--- config.mk ---
export PLATFORM = sky130hd
export DESIGN_NAME = mem_port_arbiter
export DESIGN_NICKNAME = d
export VERILOG_FILES = /design/src/rtl/mem_port_arbiter.sv
export SDC_FILE = /design/constraint.sdc
export NUM_CORES = 1
export LEC_CHECK = 0
export CORE_MARGIN = 4
export CORE_UTILIZATION = 43
export DETAILED_ROUTE_END_ITERATION = 8
export PLACE_DENSITY = 0.77
export SKIP_CTS_REPAIR_TIMING = 1
export SLEW_MARGIN = 20
export SYNTH_ARGS = -nofsm -noshare
export SYNTH_HDL_FRONTEND = slang
export SYNTH_SLANG_ARGS = --single-unit
--- constraint.sdc ---
create_clock -name clk -period 2.3 [get_ports clk]
set_clock_uncertainty 0.2 [all_clocks]
set_input_delay 0.46 -clock clk [delete_from_list [all_inputs] [get_ports clk]]
set_output_delay 0.46 -clock clk [all_outputs]
set_load 0.02 [all_outputs]
--- src/rtl/mem_port_arbiter.sv ---
// Arbitrates a fetch (read-only) and a load/store requester onto one shared memory port.
// Latency: mem_isRequest rises the cycle after a request is seen in IDLE; x_done pulses the cycle after mem_requestDone.
// Backpressure: requesters hold x_req until x_done; one transaction at a time, aborted after TIMEOUT busy cycles.
//
// Ports:
//   clk, rst_n                              clock, asynchronous active-low reset
//   f_req, f_addr                           fetch request and byte address
//   f_done, f_valid, f_err, f_dout          fetch completion pulse, read valid, timeout flag, read data
//   l_req, l_addr, l_din, l_we              load/store request, address, write data, byte enables (0 = read)
//   l_done, l_valid, l_err, l_dout          load/store completion pulse, read valid, timeout flag, read data
//   mem_isRequest, mem_addr, mem_din, mem_we    shared port request side (all registered)
//   mem_requestDone, mem_readValid, mem_dout    shared port response side
module mem_port_arbiter #(
    parameter int unsigned TIMEOUT = 255
) (
    input  logic        clk,
    input  logic        rst_n,
    input  logic        f_req,
    input  logic [31:0] f_addr,
    output logic        f_done,
    output logic        f_valid,
    output logic        f_err,
    output logic [31:0] f_dout,
    input  logic        l_req,
    input  logic [31:0] l_addr,
    input  logic [31:0] l_din,
    input  logic [3:0]  l_we,
    output logic        l_done,
    output logic        l_valid,
    output logic        l_err,
    output logic [31:0] l_dout,
    output logic        mem_isRequest,
    output logic [31:0] mem_addr,
    output logic [31:0] mem_din,
    output logic [3:0]  mem_we,
    input  logic        mem_requestDone,
    input  logic        mem_readValid,
    input  logic [31:0] mem_dout
);

    typedef enum logic [1:0] {
        IDLE   = 2'd0,
        BUSY_F = 2'd1,
        BUSY_L = 2'd2
    } state_t;

    // The counter holds the number of completed no-response busy cycles, so
    // the last allowed busy cycle is the one where it reads TIMEOUT-1.
    localparam logic [15:0] LAST_WAIT = 16'(TIMEOUT - 1);

    state_t      state;
    state_t      stateNext;
    logic        lastGrant;     // 0: fetch was served last, 1: load/store
    logic [15:0] waitCnt;
    logic        grantF;
    logic        grantL;
    logic        finish;
    logic        abort;

    always_ff @(posedge clk or negedge rst_n) begin
        if (!rst_n) begin
            state <= IDLE;
        end else begin
            state <= stateNext;
        end
    end

    always_comb begin
        stateNext = state;
        grantF    = 1'b0;
        grantL    = 1'b0;
        finish    = 1'b0;
        abort     = 1'b0;
        case (state)
            IDLE: begin
                // With both requesting, fetch wins only if load/store went last.
                if (f_req && (!l_req || lastGrant)) begin
                    grantF    = 1'b1;
                    stateNext = BUSY_F;
                end else if (l_req) begin
                    grantL    = 1'b1;
                    stateNext = BUSY_L;
                end
            end
            BUSY_F, BUSY_L: begin
                // A response in the final allowed cycle still counts as success.
                if (mem_requestDone) begin
                    finish    = 1'b1;
                    stateNext = IDLE;
                end else if (waitCnt == LAST_WAIT) begin
                    abort     = 1'b1;
                    stateNext = IDLE;
                end
            end
            default: stateNext = IDLE;
        endcase
    end

    always_ff @(posedge clk or negedge rst_n) begin
        if (!rst_n) begin
            lastGrant     <= 1'b1;
            waitCnt       <= 16'd0;
            mem_isRequest <= 1'b0;
            mem_addr      <= 32'd0;
            mem_din       <= 32'd0;
            mem_we        <= 4'd0;
            f_done        <= 1'b0;
            f_valid       <= 1'b0;
            f_err         <= 1'b0;
            f_dout        <= 32'd0;
            l_done        <= 1'b0;
            l_valid       <= 1'b0;
            l_err         <= 1'b0;
            l_dout        <= 32'd0;
        end else begin
            f_done  <= 1'b0;
            f_valid <= 1'b0;
            f_err   <= 1'b0;
            l_done  <= 1'b0;
            l_valid <= 1'b0;
            l_err   <= 1'b0;
            if (grantF) begin
                mem_isRequest <= 1'b1;
                mem_addr      <= f_addr;
                mem_din       <= 32'd0;
                mem_we        <= 4'd0;
                waitCnt       <= 16'd0;
            end else if (grantL) begin
                mem_isRequest <= 1'b1;
                mem_addr      <= l_addr;
                mem_din       <= l_din;
                mem_we        <= l_we;
                waitCnt       <= 16'd0;
            end else if (finish || abort) begin
                // Address/data registers keep their last value; only the strobe drops.
                mem_isRequest <= 1'b0;
                lastGrant     <= (state == BUSY_L);
                if (state == BUSY_F) begin
                    f_done  <= 1'b1;
                    f_valid <= finish & mem_readValid;
                    f_err   <= abort;
                    if (finish) begin
                        f_dout <= mem_dout;
                    end
                end else begin
                    l_done  <= 1'b1;
                    l_valid <= finish & mem_readValid;
                    l_err   <= abort;
                    if (finish) begin
                        l_dout <= mem_dout;
                    end
                end
            end else if (state != IDLE) begin
                waitCnt <= waitCnt + 16'd1;
            end
        end
    end

endmodule

### Word level (Yosys, flattened, before mapping)

Index checks and enable logic that the tools add are counted.

| operators by class | value |
|---|---|
| add/sub/neg operators | 1 |
| multipliers | 0 |
| divide/modulo/power cells | 0 |
| $lt $le $gt $ge | 0 |
| equal/unequal tests | 6 |
| shift operators | 0 |
| multiplexer cells | 52 |
| bitwise logic cells | 4 |
| reduce and logical (&&, ||, !) cells | 15 |

Operators with widths:

| cell | count |
|---|---|
| 32-bit 2-to-1 mux | 4 |
| 16-bit 2-to-1 mux | 4 |
| 1-bit 2-to-1 mux | 37 |
| 16-bit by 1-bit adder with 16-bit output, second input constant | 1 |
| 16-bit by 8-bit == test with 1-bit output, second input constant | 1 |
| 5-bit AND reduction | 2 |
| 3-bit != test, second input constant | 3 |
| 2-bit 2-to-1 mux | 4 |
| 4-bit 2-to-1 mux | 2 |
| 3-bit nonzero test | 2 |
| 2-bit one-hot mux with 2 select lines | 1 |
| 2-bit AND reduction | 2 |
| 2-bit nonzero test | 2 |
| 1-bit inverter | 3 |
| 3-bit AND reduction | 1 |
| 2-bit by 1-bit == test with 1-bit output, second input constant | 1 |
| 2-bit == test, second input constant | 1 |
| 2-bit zero test | 1 |
| 1-bit logical OR | 2 |
| 2-bit OR reduction | 1 |
| 1-bit bitwise AND | 1 |
| 1-bit logical AND | 1 |
| 1-bit zero test | 1 |

| storage, ports and cells | value |
|---|---|
| register bits after elaboration | 158 |
| latch bits | 0 |
| bits in writable memories | 0 |
| bits in read-only memories | 0 |
| output and inout bits | 139 |
| memories | 0 |

### Longest topological paths before layout

Gate-level depths: netlist of the first run.

| logic depth | value |
|---|---|
| depth in word-level cells | 8 |
| depth in mapped cells | 8 |
| mapped depth without buffers | 7 |

### Least setup slack after synthesis of the first run

Ideal clock, no wire load.

| timing | value |
|---|---|
| path type | reg2reg |
| from | register state[0] |
| to | register f_dout[0] |
| library setup time | 0.125 ns |
| arrival time | 1.694 ns |
| data required time | 1.975 ns |
| slack | 0.282 ns |
| cell stages (with the launch flop) | 8 |
| path through | dfrtp_1 -> inv_1 -> ha_1 -> and2_1 -> buf_2 -> nand3_2 -> buf_2 -> mux2_2 |

| between the ends | value |
|---|---|
| cells in the longest elaborated chain, start to end | 5 |

Ends and longest elaborated chain:

| element | RTL line | source |
|---|---|---|
| from (decl) | 51 | `state_t state;` |
| from (signal assigned) | 64 | `state <= stateNext;` |
| 2-bit == test or 2-bit by 1-bit == test with 1-bit output (tied branches) | 74, 138 |  |
| 2-bit OR reduction | 74 | `case (state)` |
| 1-bit 2-to-1 mux | 74 |  |
| 1-bit logical OR | 134 | `end else if (finish \|\| abort) begin` |
| 5-bit AND reduction (no source line) * | -- |  |
| to (signal assigned) | 143 | `f_dout <= mem_dout;` |
| to (decl) | 23 | `output logic [31:0] f_dout,` |

Every way passes the cells marked *; elsewhere a longest branch is shown, timed or not.
A chain may end at the register's enable or synchronous reset.

### Worst setup path in the final report of the first run

| timing | value |
|---|---|
| from | register state[0] |
| to | register waitCnt[11] |

| between the ends | value |
|---|---|
| cells in the longest elaborated chain, start to end | 6 |

Ends and longest elaborated chain:

| element | RTL line | source |
|---|---|---|
| 2-bit == test or 2-bit by 1-bit == test with 1-bit output (tied branches) | 74 |  |
| 2-bit OR reduction | 74 |  |
| 1-bit 2-to-1 mux | 74 |  |
| 1-bit logical OR | 134 |  |
| 3-bit != test (no source line) | -- |  |
| 2-bit AND reduction (no source line) | -- |  |
| to (signal assigned) | 154 | `waitCnt <= waitCnt + 16'd1;` |
| to (decl) | 54 | `logic [15:0] waitCnt;` |

Parallel ways exist; a longest one is shown, timed or not.

==> results of run 1 <==
## synthesized netlist by cell type, types with 4 or more instances
master	n
dfrtp_1	157
mux2_2	64
nand2_1	60
o21ai_0	40
a22o_1	36
nor2_1	35
a21oi_1	34
clkbuf_1	15
buf_2	13
o21ai_1	10
xor2_1	9
nand3_1	8
buf_6	6
inv_1	6
ha_1	5
nor4_1	5
xnor2_1	5
and3_1	4
nand4_1	4
## state kept, by name, summed over array words and instances (netlist names), 2 cells and up
signal,count
mem_we,4
l_dout,32
state,2
waitCnt,16
mem_din,32
mem_addr,32
f_dout,32
## final cells by class
type	count	area, µm²	area share [%]
flip-flops and latches	158	3960	38.0
repair buffers	304	3080	29.6
multi-input cells	351	2490	23.9
clock buffers	22	484	4.65
well taps	188	235	2.26
clock inverters	10	151	1.45
inverters	6	22.5	0.216
## power by group through the flow
stage	combinational [mW]	clock, mW	sequential (mW)
floorplan	2.13	0	5.91
global placement	6.67	0	4.57
detailed placement	6.86	0	4.60
CTS	6.88	3.05	4.59
global route	7.35	3.17	4.73
finish	6.90	3.00	4.59
## path summary, 6_finish.rpt
path / startpoint / end / cells past startpoint
worst min register to register: mem_addr[13]$_DFFE_PN0P_ / mem_addr[13]$_DFFE_PN0P_ / 2
worst min-delay path: mem_addr[13]$_DFFE_PN0P_ / mem_addr[13]$_DFFE_PN0P_ / 2
worst max-delay path: state[0]$_DFFE_PN0P_ / waitCnt[11]$_DFFE_PN0P_ / 8
max in group asynchronous: rst_n / lastGrant$_DFFE_PN1P_ / 3
min in group asynchronous: rst_n / f_dout[8]$_DFFE_PN0P_ / 2
worst max register to register: state[0]$_DFFE_PN0P_ / waitCnt[11]$_DFFE_PN0P_ / 8
## metal layers
metal  vias up  part of all wire (%)
li1       2515                     -
met5         -                     0
met3        50                   6.3
met2       217                    52
met4         0                   3.5
met1      2712                    38
## critical path, cell delays in order, from the launching register on
cell	delay [ns]
dfrtp_1	0.37
inv_1	0.08
ha_1	0.34
buf_4	0.16
and2_1	0.15
buf_4	0.16
nor4b_2	0.32
xnor2_1	0.16
o21ai_1	0.08
## through the flow
step / worst slack [ns] / instance area (µm²) / power, mW
global placement: 0.0326 / 9710 / 11.2
CTS: 0.106 / 10300 / 14.5
floorplan: 0.282 / 6620 / 8.04
global route: 0.00610 / 10400 / 15.2
finish: 0.151 / 10400 / 14.5
detailed placement: 0.0197 / 9710 / 11.5
## kinds of logic (layout without fill, tap and decap cells)
family                   count (synthesis)  count (layout)
AO/OA/AOI/OAI                          126             126
multiplexers                            65              65
buffers and inverters                   40             342
XOR/XNOR                                14              14
AND/OR/NAND/NOR                        141             141
flip-flops                             158             158
adder cells (fa/ha/maj)                  5               5
==> flow_summary.ini, run 1 <==
[run_status]
status = complete, no violations

[layout]
fill_cells = 1063
fin_util_pct = 68.8
antenna_cells = 0
final_common_cell = clkdlybuf4s50_1
syn2layout_area_growth_pct = 57.3
layout-drive-gt1-share_pct = 16.6
nets = 981
layout_common_cells = clkdlybuf4s50_1 (275), dfrtp_1 (157), mux2_2 (64)
fin_cells = 1039

[synthesis]
synth_top_flop_cell = dfrtp_1
synthAdderAreaFrac_pct = 0.945
avgSynthCellArea_um2 = 12.1
synthTopCellsByArea = dfrtp_1 (59%), mux2_2 (11%), a22o_1 (4.8%)
synthMuxAreaShare_pct = 11.1
synth_area_um2 = 6620
ys_ff_latch = 158
yosysWarnings = 0
synth_cell_types = 44
synthCells = 549
async_reset_ff_share_pct = 100
syn_nets = 692
synth_edf_count = 0
yosys.area_share.simple_pct = 11.3
synth_top_family_by_area = compound AO/OA/AOI/OAI gates
synth_compound_area_share_pct = 11.9
synth_area_leader_cell = dfrtp_1
synth_top_area_share_pct = 59.3
yosysSeqAreaShare_pct = 59.7
synth_xor_area_share_pct = 1.85

[pwr]
seq_power_share_pct = 31.7
power.internal_mw = 9.14
ir_worst_vdd_uv = 764
p_sw_mw = 5.35
pwr-share-comb_pct = 47.7
pwr-share-clk_pct = 20.7
leakagePower_nw = 4.46
sw_frac_of_total_pct = 36.9
power.density_nw_per_um2 = 1390

[floorplan]
coreArea_um2 = 15100
core.rowCount = 45
die_x_um = 132
dieHeight_um = 132
dieArea_um2 = 17400
io_pins = 277
initial_core_util_pct = 43.7

[place]
port_buffers = 276
gp_congestion = 0.827
dp_cells = 1002
hpwl_um = 14000

[clocking]
root_buffer = clkbuf_16
htreeDepth = 4
cts_buffer_depth = 2
cts.sinks = 158
clk_latency_ns = 0.42
cts_made_buffers = 17
cts_tree = yes
path_clk_slew_ns = 0.06

[sta]
slew_violations = 0
post-route-period-util_pct = 93.4
min_period_ns = 2.15
hold_violations = 0
tns_ns = 0
rsz0062_at_grt = no
hold-worst-slack_ns = 0.285
relSlewSlack_pct = 62.9
setup_violations = 0
worstMarginPinSlew_ns = 0.551
max_freq_mhz = 465

[routing]
wire_per_inst_um = 19.1
drtAntennaViolNets = 0
drt-initial-drc-count = 216
route.detailed.drc = 0
viasPerCell = 5.29
first_pass_iters = 4
routed-via-count = 5494
routed_wirelength_um = 19900

[global_route]
gr-usage-met2_pct = 39.9
antenna_found_initial = 0
grt_max_degree = 70
busiest_layer = met2
global_route.usage.met1_pct = 25.7
grtUsageMet3_pct = 6.49
grt_pass1_vias = 6041
globalRouteTotalUtil_pct = 22.7
grt_overflow = 0
grt_pass1_wl_um = 31700

[critical_path]
start_kind = flip-flop
critPathMaxFanout = 4
cp.arrival_ns = 2.24
r2r_slack_ns = 0.15
cp-end-kind = flip-flop
path_class = flip-flop to flip-flop
crit_required_ns = 2.40

[run]
cap_viol_max_count = 0

[hold_path]
holdCritPathClass = flip-flop to flip-flop
No activity file was read; power rests on OpenSTA's default activity.
==> inputs of run 2 (changes only) <==
- SETUP_SLACK_MARGIN: not set -> 0.4
==> flow_summary.ini, run 2 (synthesis gave the netlist of run 1 again) <==
[layout]
syn2layout_area_growth_pct = 70.7
final_common_cell = dfrtp_1
nets = 1006
antenna_cells = 0
layout-drive-gt1-share_pct = 20.9
layout_common_cells = dfrtp_1 (155), dlymetal6s2s_1 (139), clkdlybuf4s50_1 (136)
fill_cells = 943
fin_util_pct = 74.6
fin_cells = 1063

[place]
dp_cells = 1009
hpwl_um = 14500
port_buffers = 276
gp_congestion = 0.872

[floorplan]
dieHeight_um = 132
die_x_um = 132
initial_core_util_pct = 43.7
core.rowCount = 45
dieArea_um2 = 17400
coreArea_um2 = 15100
io_pins = 277

[pwr]
power_mw = 14.9
leakagePower_nw = 6.48
ir_worst_vdd_uv = 692
power.density_nw_per_um2 = 1310

[critical_path]
cp.arrival_ns = 2.19
critPathMaxFanout = 9
crit_path_start = waitCnt[9]$_DFFE_PN0P_
cp-end-kind = flip-flop
crit_required_ns = 2.39
worstReg2RegStart = waitCnt[9]$_DFFE_PN0P_
r2r_slack_ns = 0.20
start_kind = flip-flop
path_class = flip-flop to flip-flop

[routing]
viasPerCell = 5.42
drt-initial-drc-count = 234
routed_wirelength_um = 22600
wire_per_inst_um = 21.3
drtAntennaViolNets = 0
routed-via-count = 5762
first_pass_iters = 4
route.detailed.drc = 0

[sta]
tns_ns = 0
min_period_ns = 2.10
setup_violations = 0
slew_violations = 0
rsz0062_at_grt = yes
relSlewSlack_pct = 69.0
post-route-period-util_pct = 91.2
max_freq_mhz = 477
hold_violations = 0
worstMarginPinSlew_ns = 0.461

[hold_path]
holdCritPathClass = flip-flop to flip-flop
hold_start = mem_addr[23]$_DFFE_PN0P_

[clocking]
clk_latency_ns = 0.41
cts.sinks = 158
htreeDepth = 4
root_buffer = clkbuf_16
cts_made_buffers = 17
cts_tree = yes
cts_buffer_depth = 2
path_clk_slew_ns = 0.06

[global_route]
grt_pass1_vias = 5894
antenna_found_initial = 0
grt_pass1_wl_um = 31200
grt_max_degree = 70
globalRouteTotalUtil_pct = 22.5
grt_overflow = 0

[run_status]
status = complete, no violations

[run]
cap_viol_max_count = 0
[run 2: through the flow]
stage	setup slack [ns]	instance area [µm²]	hold slack, ns
2_1_floorplan	0.386	6660	-0.0356
3_3_place_gp	0.0460	9820	0.215
3_5_place_dp	0.0111	9820	0.224
4_1_cts	0.0821	10400	-0.224
5_1_grt	0.129	11300	0.309
6_report	0.202	11300	0.279
[run 2: power by group]
part           total (mW)  switching [mW]  internal [mW]
Sequential           4.66           0.716           3.94
Combinational        7.39            3.76           3.63
Clock                2.82            1.09           1.72
[run 2: path summary, 6_finish.rpt]
check / endpoint / cells after the start
min: mem_addr[23]$_DFFE_PN0P_ / 2
min in group asynchronous: f_dout[2]$_DFFE_PN0P_ / 2
max: waitCnt[11]$_DFFE_PN0P_ / 6
min reg2reg: mem_addr[23]$_DFFE_PN0P_ / 2
max in group asynchronous: l_dout[17]$_DFFE_PN0P_ / 3
max reg2reg: waitCnt[11]$_DFFE_PN0P_ / 6
[run 2: worst max-delay path: stages (launching register included)]
cell	delay, ns
dfrtp_2	0.46
nor4_2	0.47
nand4_4	0.25
buf_4	0.21
nor4b_2	0.16
xnor2_1	0.16
o21ai_1	0.08
[run 2: layout make-up]
cell class / count / area [µm²] / area share [%]
Clock buffer: 20 / 447 / 3.95
Multi-Input combinational cell: 351 / 2730 / 24.2
Tap cell: 188 / 235 / 2.08
Clock inverter: 11 / 143 / 1.26
Timing Repair Buffer: 329 / 3770 / 33.3
Inverter: 6 / 22.5 / 0.199
Sequential cell: 158 / 3960 / 35.0
[run 2: per-layer routing]
metal | vias to the layer above | track usage [%] | wire length (µm)
li1 | 2559 | - | -
met1 | 2864 | 28.5 | 8960
met2 | 293 | 35.8 | 11300
met3 | 46 | 7.33 | 1760
met4 | 0 | 9.04 | 634
met5 | - | 0 | 0
